File: src/rtl/io_pkg.sv
// Shared definitions for the I/O bridge: I/O page base, register offsets and debounce FSM states.
package io_pkg;

   localparam logic [31:0] IO_BASE = 32'hFFFF_FC00;

   localparam logic [9:0] LED_OFS = 10'h060;
   localparam logic [9:0] SW_OFS  = 10'h070;
   localparam logic [9:0] SEG_OFS = 10'h080;

   localparam int SW_W = 24;

   typedef enum logic {
      DB_STABLE   = 1'b0,
      DB_COUNTING = 1'b1
   } db_state_e;

   // True when more than one strobe is set (clearing the lowest set bit leaves something).
   function automatic logic multi_strobe(input logic [3:0] s);
      return (s & (s - 4'd1)) != 4'd0;
   endfunction

endpackage

File: src/rtl/sw_debounce.sv
// Switch conditioner: two-flop synchronizer followed by a STABLE/COUNTING debounce FSM that
// accepts a new value only after DEBOUNCE_CYCLES consecutive identical samples.
module sw_debounce #(
   parameter int WIDTH           = 24,
   parameter int DEBOUNCE_CYCLES = 20000
) (
   input  logic             clock,
   input  logic             reset,
   input  logic [WIDTH-1:0] raw_i,
   output logic [WIDTH-1:0] stable_o,
   output logic             changed_o
);
   import io_pkg::*;

   // One spare bit of headroom so the terminal count is always representable.
   localparam int               CNT_W    = $clog2(DEBOUNCE_CYCLES) + 1;
   localparam logic [CNT_W-1:0] CNT_LAST = CNT_W'(DEBOUNCE_CYCLES - 1);

   logic [WIDTH-1:0] meta_q;
   logic [WIDTH-1:0] sync_q;
   db_state_e        state_q, state_d;
   logic [WIDTH-1:0] stable_q, stable_d;
   logic [WIDTH-1:0] cand_q, cand_d;
   logic [CNT_W-1:0] cnt_q, cnt_d;
   logic             changed_q, changed_d;

   // NOTE: clocked state uses non-blocking assignments so every register samples pre-edge values.
   always_ff @(posedge clock or posedge reset) begin
      if (reset) begin
         meta_q    <= '0;
         sync_q    <= '0;
         state_q   <= DB_STABLE;
         stable_q  <= '0;
         cand_q    <= '0;
         cnt_q     <= '0;
         changed_q <= 1'b0;
      end else begin
         meta_q    <= raw_i;
         sync_q    <= meta_q;
         state_q   <= state_d;
         stable_q  <= stable_d;
         cand_q    <= cand_d;
         cnt_q     <= cnt_d;
         changed_q <= changed_d;
      end
   end

   // NOTE: every output of this block gets a default first, so no path can infer a latch.
   always_comb begin
      state_d   = state_q;
      stable_d  = stable_q;
      cand_d    = cand_q;
      cnt_d     = cnt_q;
      changed_d = 1'b0;
      unique case (state_q)
         DB_STABLE: begin
            if (sync_q != stable_q) begin
               cand_d  = sync_q;
               cnt_d   = '0;
               state_d = DB_COUNTING;
            end
         end
         DB_COUNTING: begin
            // Returning to the old value must win: the candidate never equals the stable value.
            if (sync_q == stable_q) begin
               state_d = DB_STABLE;
            end else if (sync_q != cand_q) begin
               cand_d = sync_q;
               cnt_d  = '0;
            end else if (cnt_q == CNT_LAST) begin
               stable_d  = cand_q;
               changed_d = 1'b1;
               state_d   = DB_STABLE;
            end else begin
               cnt_d = cnt_q + CNT_W'(1);
            end
         end
         default: state_d = DB_STABLE;
      endcase
   end

   assign stable_o  = stable_q;
   assign changed_o = changed_q;

endmodule

File: src/rtl/io_bridge.sv
// Memory/I-O bridge: write-back mux, LED and seven-segment registers, debounced switches, sticky error.
// Build option: define IO_BRIDGE_SEG_EN to include the seven-segment register at offset 0x080.
module io_bridge #(
   parameter int          DEBOUNCE_CYCLES = 20000,
   parameter logic [31:0] IO_BASE         = io_pkg::IO_BASE
) (
   input  logic        clock,
   input  logic        reset,
   input  logic        mRead,
   input  logic        mWrite,
   input  logic        ioRead,
   input  logic        ioWrite,
   input  logic [31:0] addr_in,
   input  logic [31:0] m_rdata,
   input  logic [31:0] r_rdata,
   input  logic [23:0] switch_in,
   output logic [31:0] r_wdata,
   output logic [31:0] write_data,
   output logic [23:0] led_out,
   output logic [31:0] seg_out,
   output logic        sw_changed,
   output logic        io_err
);
   import io_pkg::*;

   logic [9:0]      ofs;
   logic            in_page;
   logic            hit_led, hit_sw, hit_seg;
   logic            read_ok, write_ok, err_set;
   logic [SW_W-1:0] sw_stable;
   logic            sw_pulse;
   logic [31:0]     seg_val;
   logic [31:0]     io_rdata;
   logic [23:0]     led_q, led_d;
   logic            io_err_q, io_err_d;

   assign in_page = (addr_in[31:10] == IO_BASE[31:10]);
   assign ofs     = addr_in[9:0];
   assign hit_led = in_page && (ofs == LED_OFS);
   assign hit_sw  = in_page && (ofs == SW_OFS);

`ifdef IO_BRIDGE_SEG_EN
   logic [31:0] seg_q, seg_d;

   assign hit_seg = in_page && (ofs == SEG_OFS);

   always_comb begin
      seg_d = seg_q;
      if (ioWrite && hit_seg) seg_d = r_rdata;
   end

   always_ff @(posedge clock or posedge reset) begin
      if (reset) seg_q <= '0;
      else       seg_q <= seg_d;
   end

   assign seg_val = seg_q;
`else
   assign hit_seg = 1'b0;
   assign seg_val = '0;
`endif

   assign read_ok  = hit_led | hit_sw | hit_seg;
   assign write_ok = hit_led | hit_seg;

   // Switch offset is read-only, so a write there counts as an unmapped access.
   assign err_set = (ioRead  && !read_ok)
                  | (ioWrite && !write_ok)
                  | multi_strobe({mRead, mWrite, ioRead, ioWrite});

   sw_debounce #(
      .WIDTH          (SW_W),
      .DEBOUNCE_CYCLES(DEBOUNCE_CYCLES)
   ) u_sw_debounce (
      .clock    (clock),
      .reset    (reset),
      .raw_i    (switch_in),
      .stable_o (sw_stable),
      .changed_o(sw_pulse)
   );

   always_comb begin
      io_rdata = '0;
      if (hit_led)     io_rdata = {8'h00, led_q};
      else if (hit_sw) io_rdata = {8'h00, sw_stable};
      else if (hit_seg) io_rdata = seg_val;
   end

   always_comb begin
      r_wdata = '0;
      if (mRead)       r_wdata = m_rdata;
      else if (ioRead) r_wdata = io_rdata;
   end

   always_comb begin
      led_d = led_q;
      if (ioWrite && hit_led) led_d = r_rdata[23:0];
      io_err_d = io_err_q | err_set;
   end

   always_ff @(posedge clock or posedge reset) begin
      if (reset) begin
         led_q    <= '0;
         io_err_q <= 1'b0;
      end else begin
         led_q    <= led_d;
         io_err_q <= io_err_d;
      end
   end

   assign write_data = r_rdata;
   assign led_out    = led_q;
   assign seg_out    = seg_val;
   assign sw_changed = sw_pulse;
   assign io_err     = io_err_q;

endmodule
File: config.mk
export PLATFORM = sky130hd
export DESIGN_NAME = io_bridge
export DESIGN_NICKNAME = d
export VERILOG_FILES = /design/src/rtl/io_pkg.sv /design/src/rtl/sw_debounce.sv /design/src/rtl/io_bridge.sv
export SDC_FILE = /design/constraint.sdc
export NUM_CORES = 1
export LEC_CHECK = 0
export CAP_MARGIN = 20
export CORE_UTILIZATION = 35
export DETAILED_ROUTE_END_ITERATION = 12
export HOLD_SLACK_MARGIN = 0.12
export PLACE_DENSITY_LB_ADDON = 0.3
export SLEW_MARGIN = 20
export SYNTH_ARGS = -nofsm -noshare
export SYNTH_HDL_FRONTEND = slang
export SYNTH_SLANG_ARGS = --single-unit
File: constraint.sdc
create_clock -name clock -period 6.5 [get_ports clock]
set_clock_uncertainty 0.2 [all_clocks]
set_input_delay 1.95 -clock clock [delete_from_list [all_inputs] [get_ports clock]]
set_output_delay 1.95 -clock clock [all_outputs]
set_load 0.005 [all_outputs]
==> impl_results.md <==
- Fin crit period: 6.43 ns
- Largest net degree at the start of global routing: 107
- Crit-path max FO: 6
- Startpoint Class: primary input
- F_max: 155 MHz
- Hold Path Cell Cnt: 0
- Distinct cells, synth: 45
- Vias in the first global route: 4,912
- Final wirelength: 15,900 um
- Number of max-cap violations: 0
- Critical path type: in -> out
- Post-synth top area share: 52.0%
- Mapped Cells: 558
- First-pass GRT wire length: 25,900 um
- Post-DP HPWL: 11,400 um
- Initial drt markers: 298
- P per Cell Area: 228 nW/um^2
- CTS Hold Bufs: 0
- Ant diodes: 0
- Lkg Pwr: 4.16 nW
- Initial Utilization: 35.7%
- Worst VDD drop: 0.175 mV
- Met3 usage: 4.75%
- R2r endpoint: u_sw_debounce.cand_q[13]
- Final net count: 861
- Dominant register cell in the synthesized netlist: dfrtp_1
- Top cells by area, synth: dfrtp_1, mux2_2, buf_4
- Most frequent cells in the layout: clkdlybuf4s50_1, dfrtp_1, mux2_2, nand2_1, conb_1
- Grt peak-use layer: met2
- WL/cell: 16.2 um
- Yosys warns: 0
- Final Hold Fails: 0
- Via Count: 4,646
- Reg2Reg Launch Point: u_sw_debounce.sync_q[13]
- Min-Delay Path Class: reg -> reg
- Die H: 140 um
- Via density: 4.74
- Initial antenna violation count: 0
- Total track usage: 17.1%
- DR pass1 iterations: 4
- Clk_lat worst skew: 0.42 ns
- Area delta synth->final: 37.3%
- Met1 GRT Util: 22.0%
- Hold EP: u_sw_debounce.sync_q[15]
- M2 GR Usage: 27.4%
- Clock Sinks: 139
- DRC: 0
- FFs w/ async S/R, synth: 100%
- Worst min-delay path startpoint: u_sw_debounce.meta_q[15]
- Clock Pin Slew Worst Setup and Hold Paths: 0.06 ns
- Tot Pwr: 0.00209 W
- #FFs+latches synth: 139
- I/O Buffers: 199
- Htree depth: 4
- Mean Syn Cell Area: 12.0 sq um
- Layout cells sized above 1: 22.9%
- Setup Viol. Count Final: 0
- Slew Limit Fails: 0
- Period Utilization, post-route: 98.9%
- CTS Buf Count: 17
- Core area: 18,700 sq um
- Root Driver: clkbuf_16
- Worst Setup End Kind: output port
- Worst endpoint required time: 4.35 ns
- EDFF count, synth: 0
- Clock buffer depth: 2
- Antenna Violating Nets Remaining: 0
- Reg2Reg Setup Slack: 3.30 ns
- GR Overflow Total: 0
- Post-synthesis sequential area ratio: 52.0%
- Final GP Congestion: 0.826
- Worst rel slew slack: 36.5%
- Placement row count: 50
- CTS tree: done
- R2R depth: 6
- Die area: 19,700 sq um
- Die Span X: 140 um
- Status: finished clean
- Tightest Pin Transition: 0.953 ns
- Cell type with the largest total area after synthesis: dfrtp_1
- Arr. time, crit path: 4.28 ns
- Hold WS: 0.142 ns
- Post-synth design cell area: 6690 sq um
- Most common cell after layout, fill and taps aside: clkdlybuf4s50_1
- I/O pins: 248
sequential cells by signal, indices dropped and copies added (netlist names), 16 cells and up:
| register | flops |
|---|---|
| u_sw_debounce.sync_q | 24 |
| u_sw_debounce.meta_q | 24 |
| led_out | 24 |
| u_sw_debounce.cand_q | 24 |
| u_sw_debounce.cnt_q | 16 |
| u_sw_debounce.stable_o | 24 |
per-stage QoR:
| step | TNS [ns] | std cells | utilization [%] | setup WS [ns] | area, sq um |
|---|---|---|---|---|---|
| after floorplan | 0 | 589 | - | 0.460 | 6800 |
| after global placement | -12.36 | 944 | 45.7 | -0.548 | 8550 |
| after detailed placement | -12.72 | 944 | 45.7 | -0.580 | 8550 |
| after CTS | -0.00732 | 981 | 48.8 | -0.00599 | 9120 |
| after global routing | -0.0231 | 981 | 49.1 | -0.0158 | 9180 |
| final | 0 | 981 | 49.1 | 0.0685 | 9180 |
worst max-delay path by stage:
stage	start	to	slack, ns	cells past startpoint
2_1_floorplan	addr_in[8]	r_wdata[17]	0.46	6
3_3_place_gp	addr_in[20]	r_wdata[23]	-0.55	8
3_5_place_dp	addr_in[20]	r_wdata[1]	-0.58	8
4_1_cts	addr_in[16]	r_wdata[0]	-0.006	9
5_1_grt	addr_in[20]	r_wdata[11]	-0.02	9
6_report	addr_in[20]	r_wdata[11]	0.07	9
synthesized netlist by cell type, drive strengths merged, types with 2 or more instances:
library cell	n
mux2	73
a21o	2
nor3	10
or4	8
nand4	14
inv	10
nand4b	4
and3	4
nand2	37
mux2i	25
dfrtp	139
o21ai	37
buf	76
nor4	9
clkbuf	8
nand3	8
xor2	19
and2	8
a21oi	9
nor2	11
xnor2	29
and4	4
logic make-up after synthesis:
logic type      Yosys count  synth area share [%]
compound gates           55                  5.60
fa+ha+maj                 2                 0.337
other cells               1                0.0561
simple gates            121                  10.0
flops                   139                  52.0
mux                      98                  16.0
buf+inv                  94                  9.62
xor+xnor                 48                  6.29
repair_timing:
action                     in CTS  in global routing
setup endpoints to repair      24                 23
resized for setup             110                 19
pin swaps                      19                 10
buffers inserted                6                  0
routing by layer:
layer / vias up / share of wire [%]
li1: 2203 / -
met1: 2246 / 45
met2: 169 / 48
met3: 28 / 5.1
met4: 0 / 2.3
met5: - / 0
area by class of cell:
| class | count | area (sq um) |
|---|---|---|
| Clock buffer | 18 | 439 |
| Clock inverter | 14 | 183 |
| Fill cell | 1637 | 9530 |
| Inverter | 10 | 42.5 |
| Multi-Input combinational cell | 356 | 2720 |
| Sequential cell | 139 | 3480 |
| Tap cell | 234 | 293 |
| Timing Repair Buffer | 210 | 2030 |
power by group:
| group | switching [W] | total (W) | internal [W] |
|---|---|---|---|
| clock network | 0.000380 | 0.00100 | 0.000623 |
| logic | 0.0000712 | 0.000182 | 0.000110 |
| registers | 0.0000172 | 0.000906 | 0.000888 |
critical path, stage by stage:
cell and delay (ns):
dlygate4sd2_1 0.24, nand4b_1 0.11, or4_1 0.52, or4_4 0.50, or3b_4 0.44, buf_12 0.16, buf_8 0.12, o21ai_2 0.11
buf_2 0.12
(Power assumes the default switching activity.)
